`config.mk`:
```
export PLATFORM = sky130hd
export DESIGN_NAME = output_ctrl
export DESIGN_NICKNAME = d
export VERILOG_FILES = /design/src/rtl/output_ctrl_pkg.sv /design/src/rtl/output_ctrl_pkt_len_calc.sv /design/src/rtl/output_ctrl.sv
export SDC_FILE = /design/constraint.sdc
export NUM_CORES = 1
export LEC_CHECK = 0
export ABC_AREA = 1
export CORE_UTILIZATION = 46
export CTS_CLUSTER_SIZE = 25
export DETAILED_ROUTE_END_ITERATION = 10
export PLACE_DENSITY = 0.8
export SLEW_MARGIN = 5
export SYNTH_ARGS = -nofsm -noshare
export SYNTH_HDL_FRONTEND = slang
export SYNTH_SLANG_ARGS = --single-unit
```
`constraint.sdc`:
```
create_clock -name i_clk -period 3.6 [get_ports i_clk]
set_clock_uncertainty 0.1 [all_clocks]
set_input_delay 0.36 -clock i_clk [delete_from_list [all_inputs] [get_ports i_clk]]
set_output_delay 0.36 -clock i_clk [all_outputs]
set_load 0.05 [all_outputs]
```
`src/rtl/output_ctrl_pkg.sv`:
```
// Shared constants, header field positions and FSM state encoding for the
// port read controller.
package output_ctrl_pkg;

    localparam int BLK_WORDS      = 16;
    localparam int HDR_BYTES      = 4;
    localparam int BLK_ADDR_WIDTH = 12;
    localparam int DATA_WIDTH     = 32;
    localparam int DA_WIDTH       = 4;
    localparam int PRORITY_WIDTH  = 3;
    localparam int LEN_WIDTH      = 10;
    localparam int WORD_IDX_WIDTH = 4;
    localparam int BLK_CNT_WIDTH  = 5;

    localparam int HDR_DA_LSB  = 0;
    localparam int HDR_PRI_LSB = 4;
    localparam int HDR_LEN_LSB = 7;

    typedef enum logic [2:0] {
        S_IDLE,
        S_ADDR_REQ,
        S_ADDR_WAIT,
        S_HDR_RD,
        S_HDR_WAIT,
        S_BLK_RD,
        S_NEXT,
        S_DRAIN
    } state_t;

endpackage

```
`src/rtl/output_ctrl_pkt_len_calc.sv`:
```
// Payload length to block count and word count of the final block.
// Kept as its own module so the write side sizes packets identically.
module pkt_len_calc
    import output_ctrl_pkg::*;
(
    input  logic [LEN_WIDTH-1:0]     len,
    output logic [BLK_CNT_WIDTH-1:0] need_blks,
    output logic [BLK_CNT_WIDTH-1:0] last_words
);

    logic [10:0] tot;

    assign tot       = {1'b0, len} + 11'(HDR_BYTES);
    assign need_blks = tot[10:6] + {4'b0, |tot[5:0]};
    // A byte count that fills the last block exactly still needs all 16 words.
    assign last_words = (tot[5:0] == 6'd0) ? 5'(BLK_WORDS)
                                           : ({1'b0, tot[5:2]} + {4'b0, |tot[1:0]});

endmodule

```
`src/rtl/output_ctrl.sv`:
```
// Read-side port controller: fetches block addresses for one packet, streams
// it out of the shared SRAM as sop/vld/eop beats and releases each block.
module output_ctrl
    import output_ctrl_pkg::*;
(
    input  logic                      i_clk,
    input  logic                      i_rst_n,
    input  logic                      i_pkt_start,
    output logic                      o_blk_req,
    input  logic                      i_blk_addr_vld,
    input  logic [BLK_ADDR_WIDTH-1:0] i_blk_addr,
    output logic                      o_sram_rd_en,
    output logic [BLK_ADDR_WIDTH-1:0] o_sram_rd_addr,
    input  logic [DATA_WIDTH-1:0]     i_sram_rd_data,
    output logic                      o_sop,
    output logic                      o_vld,
    output logic [DATA_WIDTH-1:0]     o_data,
    output logic                      o_eop,
    output logic [DA_WIDTH-1:0]       o_da,
    output logic [PRORITY_WIDTH-1:0]  o_prority,
    output logic                      o_free_addr_vld,
    output logic [BLK_ADDR_WIDTH-1:0] o_free_addr,
    output logic                      o_busy,
    output logic                      o_pkt_done,
    output state_t                    o_dbg_state
);

    state_t                    state_q, state_d;
    logic [BLK_ADDR_WIDTH-1:0] base_q, base_d;
    logic [WORD_IDX_WIDTH-1:0] word_idx_q, word_idx_d;
    logic [BLK_CNT_WIDTH-1:0]  blk_left_q, blk_left_d;
    logic [BLK_CNT_WIDTH-1:0]  last_words_q, last_words_d;
    logic                      first_q, first_d;
    logic                      rd_pend_q, pend_sop_q, pend_eop_q;

    logic                      rd_sop, rd_eop, hdr_eop, hdr_load, free_now;
    logic [BLK_CNT_WIDTH-1:0]  need_blks, last_words, lim_m1;

    pkt_len_calc u_len_calc (
        .len        (i_sram_rd_data[HDR_LEN_LSB +: LEN_WIDTH]),
        .need_blks  (need_blks),
        .last_words (last_words)
    );

    assign lim_m1 = ((blk_left_q == 5'd1) ? last_words_q : 5'(BLK_WORDS)) - 5'd1;

    always_comb begin
        state_d      = state_q;
        base_d       = base_q;
        word_idx_d   = word_idx_q;
        blk_left_d   = blk_left_q;
        last_words_d = last_words_q;
        first_d      = first_q;
        o_blk_req    = 1'b0;
        o_sram_rd_en = 1'b0;
        rd_sop       = 1'b0;
        rd_eop       = 1'b0;
        hdr_eop      = 1'b0;
        hdr_load     = 1'b0;
        free_now     = 1'b0;
        case (state_q)
            S_IDLE: begin
                if (i_pkt_start) begin
                    first_d = 1'b1;
                    state_d = S_ADDR_REQ;
                end
            end
            S_ADDR_REQ: begin
                o_blk_req = 1'b1;
                state_d   = S_ADDR_WAIT;
            end
            S_ADDR_WAIT: begin
                if (i_blk_addr_vld) begin
                    base_d     = i_blk_addr;
                    word_idx_d = '0;
                    state_d    = first_q ? S_HDR_RD : S_BLK_RD;
                end
            end
            S_HDR_RD: begin
                o_sram_rd_en = 1'b1;
                rd_sop       = 1'b1;
                first_d      = 1'b0;
                state_d      = S_HDR_WAIT;
            end
            S_HDR_WAIT: begin
                // The header word is on i_sram_rd_data this cycle.
                hdr_load     = 1'b1;
                blk_left_d   = need_blks;
                last_words_d = last_words;
                if (need_blks == 5'd1 && last_words == 5'd1) begin
                    free_now   = 1'b1;
                    hdr_eop    = 1'b1;
                    blk_left_d = '0;
                    state_d    = S_NEXT;
                end else begin
                    word_idx_d = 4'd1;
                    state_d    = S_BLK_RD;
                end
            end
            S_BLK_RD: begin
                o_sram_rd_en = 1'b1;
                if ({1'b0, word_idx_q} == lim_m1) begin
                    free_now   = 1'b1;
                    rd_eop     = (blk_left_q == 5'd1);
                    blk_left_d = blk_left_q - 5'd1;
                    state_d    = S_NEXT;
                end else begin
                    word_idx_d = word_idx_q + 4'd1;
                end
            end
            S_NEXT: begin
                state_d = (blk_left_q == '0) ? S_DRAIN : S_ADDR_REQ;
            end
            S_DRAIN: begin
                state_d = S_IDLE;
            end
            default: begin
                state_d = S_IDLE;
            end
        endcase
    end

    // Base addresses are block aligned, so the word index simply fills the low bits.
    assign o_sram_rd_addr  = o_sram_rd_en ? {base_q[BLK_ADDR_WIDTH-1:WORD_IDX_WIDTH], word_idx_q} : '0;
    assign o_free_addr_vld = free_now;
    assign o_free_addr     = free_now ? base_q : '0;
    assign o_busy          = (state_q != S_IDLE);
    assign o_dbg_state     = state_q;

    always_ff @(posedge i_clk or negedge i_rst_n) begin
        if (!i_rst_n) begin
            state_q      <= S_IDLE;
            base_q       <= '0;
            word_idx_q   <= '0;
            blk_left_q   <= '0;
            last_words_q <= '0;
            first_q      <= 1'b0;
            rd_pend_q    <= 1'b0;
            pend_sop_q   <= 1'b0;
            pend_eop_q   <= 1'b0;
            o_vld        <= 1'b0;
            o_sop        <= 1'b0;
            o_eop        <= 1'b0;
            o_pkt_done   <= 1'b0;
            o_data       <= '0;
            o_da         <= '0;
            o_prority    <= '0;
        end else begin
            state_q      <= state_d;
            base_q       <= base_d;
            word_idx_q   <= word_idx_d;
            blk_left_q   <= blk_left_d;
            last_words_q <= last_words_d;
            first_q      <= first_d;
            rd_pend_q    <= o_sram_rd_en;
            pend_sop_q   <= rd_sop;
            pend_eop_q   <= rd_eop;
            o_vld        <= rd_pend_q;
            o_sop        <= pend_sop_q;
            o_eop        <= pend_eop_q | hdr_eop;
            o_pkt_done   <= pend_eop_q | hdr_eop;
            o_data       <= rd_pend_q ? i_sram_rd_data : '0;
            if (hdr_load) begin
                o_da      <= i_sram_rd_data[HDR_DA_LSB +: DA_WIDTH];
                o_prority <= i_sram_rd_data[HDR_PRI_LSB +: PRORITY_WIDTH];
            end
        end
    end

endmodule

```
After elaboration in Yosys (flattened, before gate mapping)
Index checks and enable logic that the tools add are counted.

Register bits: 75. Output and inout port bits: 74. Logic and storage cells: 85.

Add/sub/neg operators: 6. Eq/ne operators: 16. Muxes and demuxes: 31. Bitwise gates (word level): 1. Reductions and logical operators: 16.

Operators by type and width (number): two-way mux 32 bit (1); two-way mux 12 bit (2); one-hot mux 3 bit (8 select lines) (1); two-way mux 5 bit (4); equality test 5 x 1 -> 1 bit (second input constant) (3); two-way mux 3 bit (5); equality test 3 bit (second input constant) (4); two-way mux 4 bit (3); one-hot mux 4 bit (3 select lines) (1); adder 10 x 3 -> 11 bit (second input constant) (1); two-way mux 1 bit (10); != test 2 bit (second input constant) (5); one-hot mux 5 bit (2 select lines) (1); subtractor 5 x 1 -> 5 bit (second input constant) (2); equality test 3 x 2 -> 1 bit (second input constant) (2); zero test 6 bit (1); AND reduction 2 bit (3); nonzero test 3 bit (2); OR reduction 6 bit (1); adder 4 x 1 -> 5 bit (1); adder 5 x 1 -> 5 bit (1); equality test 4 x 5 -> 1 bit (1); zero test 5 bit (1); adder 4 x 1 -> 4 bit (second input constant) (1); other kinds (10) (13).

Depth between registers and ports, before layout
Word-level depth: 9. Depth in mapped cells: 17. Depth with buffers taken out: 17.

Modules after synthesis
Synthesis repeated with hierarchy kept, for this count alone.

Cells, all modules: 461. Area total of the unflattened synthesis: 3729.8 um^2.

By module, submodules not included: output_ctrl (instances 1, cells each 408, area each 3418.3 um^2, seq. area each 1876.8 um^2); pkt_len_calc (instances 1, cells each 53, area each 311.5 um^2, seq. area each 0.0 um^2).

Worst setup path before layout
OpenSTA, ideal clock, no wires.

Path kind: input to output. Start: in i_sram_rd_data[9]. End: out o_free_addr[0]. Arrival time: 2.932 ns. Required time: 3.140 ns. Slack: 0.208 ns. Stages on the path: 15. Path buffers: 0. Cell sequence: ha_1 -> inv_1 -> nand2_1 -> nand2_1 -> nor2_1 -> nand2_4 -> ha_1 -> ha_1 -> nor2_1 -> nand3_1 -> nor2_1 -> nand4_4 -> nand2_4 -> inv_2 -> nor2_1.

Cells in the longest elaborated chain, start to end: 8. Elaborated cells on any way between the ends: 12. Those cells by class: add/sub: 3; eq/ne: 2; mux: 4; reduce/logical: 3.

RTL lines: start: declaration (line output_ctrl.sv:14) `input logic [DATA_WIDTH-1:0] i_sram_rd_data,`; adder 10 x 3 -> 11 bit * (line output_ctrl_pkt_len_calc.sv:13) `assign tot = {1'b0, len} + 11'(HDR_BYTES);`; OR reduction 6 bit (tied with other cells) (line output_ctrl_pkt_len_calc.sv:14) `assign need_blks = tot[10:6] + {4'b0, |tot[5:0]};`; adder 5 x 1 -> 5 bit / two-way mux 5 bit (equally long branches) (line output_ctrl_pkt_len_calc.sv:14, output_ctrl_pkt_len_calc.sv:16); equality test 5 x 1 -> 1 bit (line output_ctrl.sv:90) `if (need_blks == 5'd1 && last_words == 5'd1) begin`; logical AND 1 bit * (line output_ctrl.sv:90); two-way mux 1 bit * (line output_ctrl.sv:90); one-hot mux 1 bit (2 select lines) * (line output_ctrl.sv:61) `case (state_q)`; via o_free_addr_vld (line output_ctrl.sv:21) `output logic o_free_addr_vld,`; two-way mux 12 bit * (line output_ctrl.sv:126) `assign o_free_addr = free_now ? base_q : '0;`; end: declaration (line output_ctrl.sv:22) `output logic [BLK_ADDR_WIDTH-1:0] o_free_addr,`.

Mark *: on every way through the listed nets, which the timed path passes. The rest lies on a longest branch.

Final worst setup path
Start: in i_sram_rd_data[10]. End: out o_free_addr[0].

Cells in the longest elaborated chain, start to end: 8. Elaborated cells on any way between the ends: 12. Those cells by class: add/sub: 3; eq/ne: 2; mux: 4; reduce/logical: 3.

RTL lines (line): adder 10 x 3 -> 11 bit * (output_ctrl_pkt_len_calc.sv:13); OR reduction 6 bit (tied with other cells) (output_ctrl_pkt_len_calc.sv:14); adder 5 x 1 -> 5 bit / two-way mux 5 bit (equally long branches) (output_ctrl_pkt_len_calc.sv:14, output_ctrl_pkt_len_calc.sv:16); equality test 5 x 1 -> 1 bit (output_ctrl.sv:90); logical AND 1 bit * (output_ctrl.sv:90); two-way mux 1 bit * (output_ctrl.sv:90); one-hot mux 1 bit (2 select lines) * (output_ctrl.sv:61); two-way mux 12 bit * (output_ctrl.sv:126).

Mark *: on every way between the ends. The rest lies on a longest branch, timed or not.

==> results_dict.tcl <==
set metrics [dict create \
    finalCritPeriodShare 0.971 \
    p_int_w 0.00205 \
    p_seq_frac 0.323 \
    clock-root-buffer "clkbuf_8" \
    insertedDiodeCount 0 \
    die_area_um2 8550 \
    p_comb_frac 0.528 \
    via_per_inst 4.79 \
    syn_nets 540 \
    vias 3453 \
    power.density_nw_per_um2 725 \
    die_x_um 92.5 \
    critPathRequiredTime_ps 3140 \
    antenna_found_initial 0 \
    cp_num_buf_inv 4 \
    synth-async-reset-ratio 1.00 \
    clock.fmax_mhz 286 \
    grt_pass1_vias 3341 \
    vdd_drop_max_mv 0.503 \
    grt_overflow 0 \
    r2r_cells 16 \
    switching_share 0.490 \
    worstPathArrival_ps 3040 \
    maxCapViolCount 0 \
    syn_inst 481 \
    core_um2 7810 \
    grt_max_degree 76 \
    worst_path_largest_cell_delay_ps 510 \
    netlist_top_cells_area "dfrtp_1 50%, nand2_1 14%, inv_1 8.3%" \
    yosys.area.top_type_share 0.499 \
    worst_setup_path_end_kind "primary output" \
    dp_hpwl_um 6700 \
    path_clk_slew_ps 80 \
    synth_seq_area_share 0.499 \
    drc 0 \
    yosys_register_bits 75 \
    ys_warn_count 0 \
    fp.dieH_um 92.5 \
    crit_chain "clkdlybuf4s50_1 -> ha_2 -> inv_1 -> nand2_1 -> nand2_1 -> nor2_2 -> nand2_4 -> ha_1 -> ha_1 -> nor2_1 -> nand3_1 -> nor2_4 -> nand4_4 -> nand2_4 -> inv_6 -> nor2_4 -> buf_12" \
    cts_max_level 3 \
    critPathKind "primary input to primary output" \
    syn_to_final_growth_pct 47.1 \
    synth_edf_count 0 \
    rows 32 \
    rrSetupSlack_ps 890 \
    synthesis.area_um2 3760 \
    layout_min_cycle_time_ps 3500 \
    grt_pass1_wl_um 15100 \
    power_switching_w 0.00197 \
    drive_gt1_frac 0.120 \
    maxSlewViolCount 0 \
    setup_viol 0 \
    grt_usage 0.223 \
    fin_nets 673 \
    cts_buffers 9 \
    synth_ff_type "dfrtp_1" \
    cts_hold_buf 0 \
    clock_power_share 0.149 \
    synth.avg_cell_area_um2 7.82 \
    leakagePower_nw 2.89 \
    clock_latency_ps 350 \
    clockBufferDepth 2 \
    path_delay_family "simple AND/OR/NAND/NOR gates" \
    r2r_end "blk_left_q[4]" \
    ioPinCount 122 \
    yosysTopAreaCell "dfrtp_1" \
    hold_path_class "primary input to async pin" \
    io_buffers 121 \
    initial_utilization 0.482 \
    cts_sinks 75 \
    status "completed" \
    gp_congestion 0.863 \
    fin_tns_setup_ps 0 \
    wl_per_cell_um 12.5 \
    tightest_slew_ps 1010 \
    cts_tree "done" \
    routed_wl_um 8980 \
    hold_viol_final 0 \
    worst_path_max_delay_cell "clkdlybuf4s50_1" \
    final_cell_count_no_fill 721 \
    maxSlewHeadroom 0.326 \
    critical_path.startpoint_type "primary input" \
    place_inst 705 \
    synthDistinctLibCells 32 \
    timing.rr.start "blk_left_q[1]" \
    firstDrtPassIters 5 \
    path_max_fanout 12 \
    antenna_left 0 \
    drtIter0Drc 158 \
]
## through the flow
step | cell area (um2) | total power, W | setup WS [ps] | utilization | hold WS [ps]
after detailed placement | 5260 | 0.00341 | -87.0 | 0.674 | 251
after global placement | 5260 | 0.00335 | 35.4 | 0.674 | 233
after floorplan | 3760 | 0.00270 | 208 | - | -35.6
after CTS | 5460 | 0.00402 | 17.3 | 0.699 | 74.1
final | 5540 | 0.00401 | 105 | 0.709 | 43.8
after global routing | 5540 | 0.00430 | -20.5 | 0.709 | 127
## layer usage
layer,vias to the layer above,GRT usage,share of wire
li1,1732,-,-
met5,-,0,0
met4,0,0.0716,0.0074
met2,112,0.370,0.50
met1,1601,0.273,0.41
met3,8,0.0755,0.081
## cell usage after synthesis, types with 3 or more instances
cell and n:
nand3_1 22, o21ai_0 13, nand4_1 4, o31ai_1 4
nand2_1 143, a21oi_1 20, clkbuf_1 8, dfrtp_1 75
nor2_2 11, ha_1 11, nor3_1 5, nor2_1 53
inv_1 83, nand2_2 3
## registers in the layout (all words and copies together) (netlist names)
name and cells:
o_prority 3, o_pkt_done 1, o_sop 1, o_dbg_state 3, o_data 32, base_q 12, o_da 4, pend_sop_q 1
word_idx_q 4, first_q 1, pend_eop_q 1, o_vld 1, blk_left_q 5, rd_pend_q 1, last_words_q 5
## cell families after synthesis
family | Yosys count | share of synthesized area
xor+xnor | 2 | 0.00466
simple gates | 255 | 0.299
flops | 75 | 0.499
buf+inv | 96 | 0.0987
fa+ha+maj | 11 | 0.0366
compound gates | 42 | 0.0628
## repair_timing
action                     in CTS  in global routing
gates resized for setup         4                 19
setup endpoints to repair      12                 12
buffers inserted                0                  0
## area by class of cell
type | count | area (um2)
Inverter | 86 | 328
Clock inverter | 7 | 56.3
Timing Repair Buffer | 132 | 1420
Tap cell | 102 | 128
Multi-Input combinational cell | 310 | 1600
Sequential cell | 75 | 1880
Fill cell | 593 | 2270
Clock buffer | 9 | 124
## power by group through the flow
stage                     registers (W)  logic, W  clock network [W]
after floorplan                 0.00171  0.000992                  0
after CTS                       0.00130   0.00211           0.000616
after global routing            0.00134   0.00230           0.000655
final                           0.00130   0.00212           0.000598
after detailed placement        0.00131   0.00209                  0
after global placement          0.00130   0.00205                  0
## how the worst max path moves through the flow
| stage | from | to | slack (ps) | cells after the start |
|---|---|---|---|---|
| floorplan | i_sram_rd_data[9] | o_free_addr[0] | 210 | 15 |
| global placement | i_sram_rd_data[10] | o_free_addr[0] | 40 | 17 |
| detailed placement | i_sram_rd_data[10] | o_free_addr[11] | -90 | 17 |
| CTS | i_sram_rd_data[10] | o_free_addr[11] | 20 | 17 |
| global route | i_sram_rd_data[10] | o_free_addr[0] | -20 | 17 |
| finish | i_sram_rd_data[10] | o_free_addr[0] | 100 | 17 |
## placed cells by master, fill, tap and decap left out, drive strengths merged
cell type and n:
nor3 5, clkdlybuf4s50 107, nand4 5, clkbuf 9, or2 2, inv 89
o21ai 13, o21bai 3, nand2 148, dfrtp 75, and2 1, xnor2 2
clkinvlp 1, nand3 24, a21oi 20, a31oi 1, nand3b 2, clkinv 3
buf 25, nor4 2, o31ai 4, ha 11, nor2 66, a221oi 1
(Power assumes the default switching activity.)
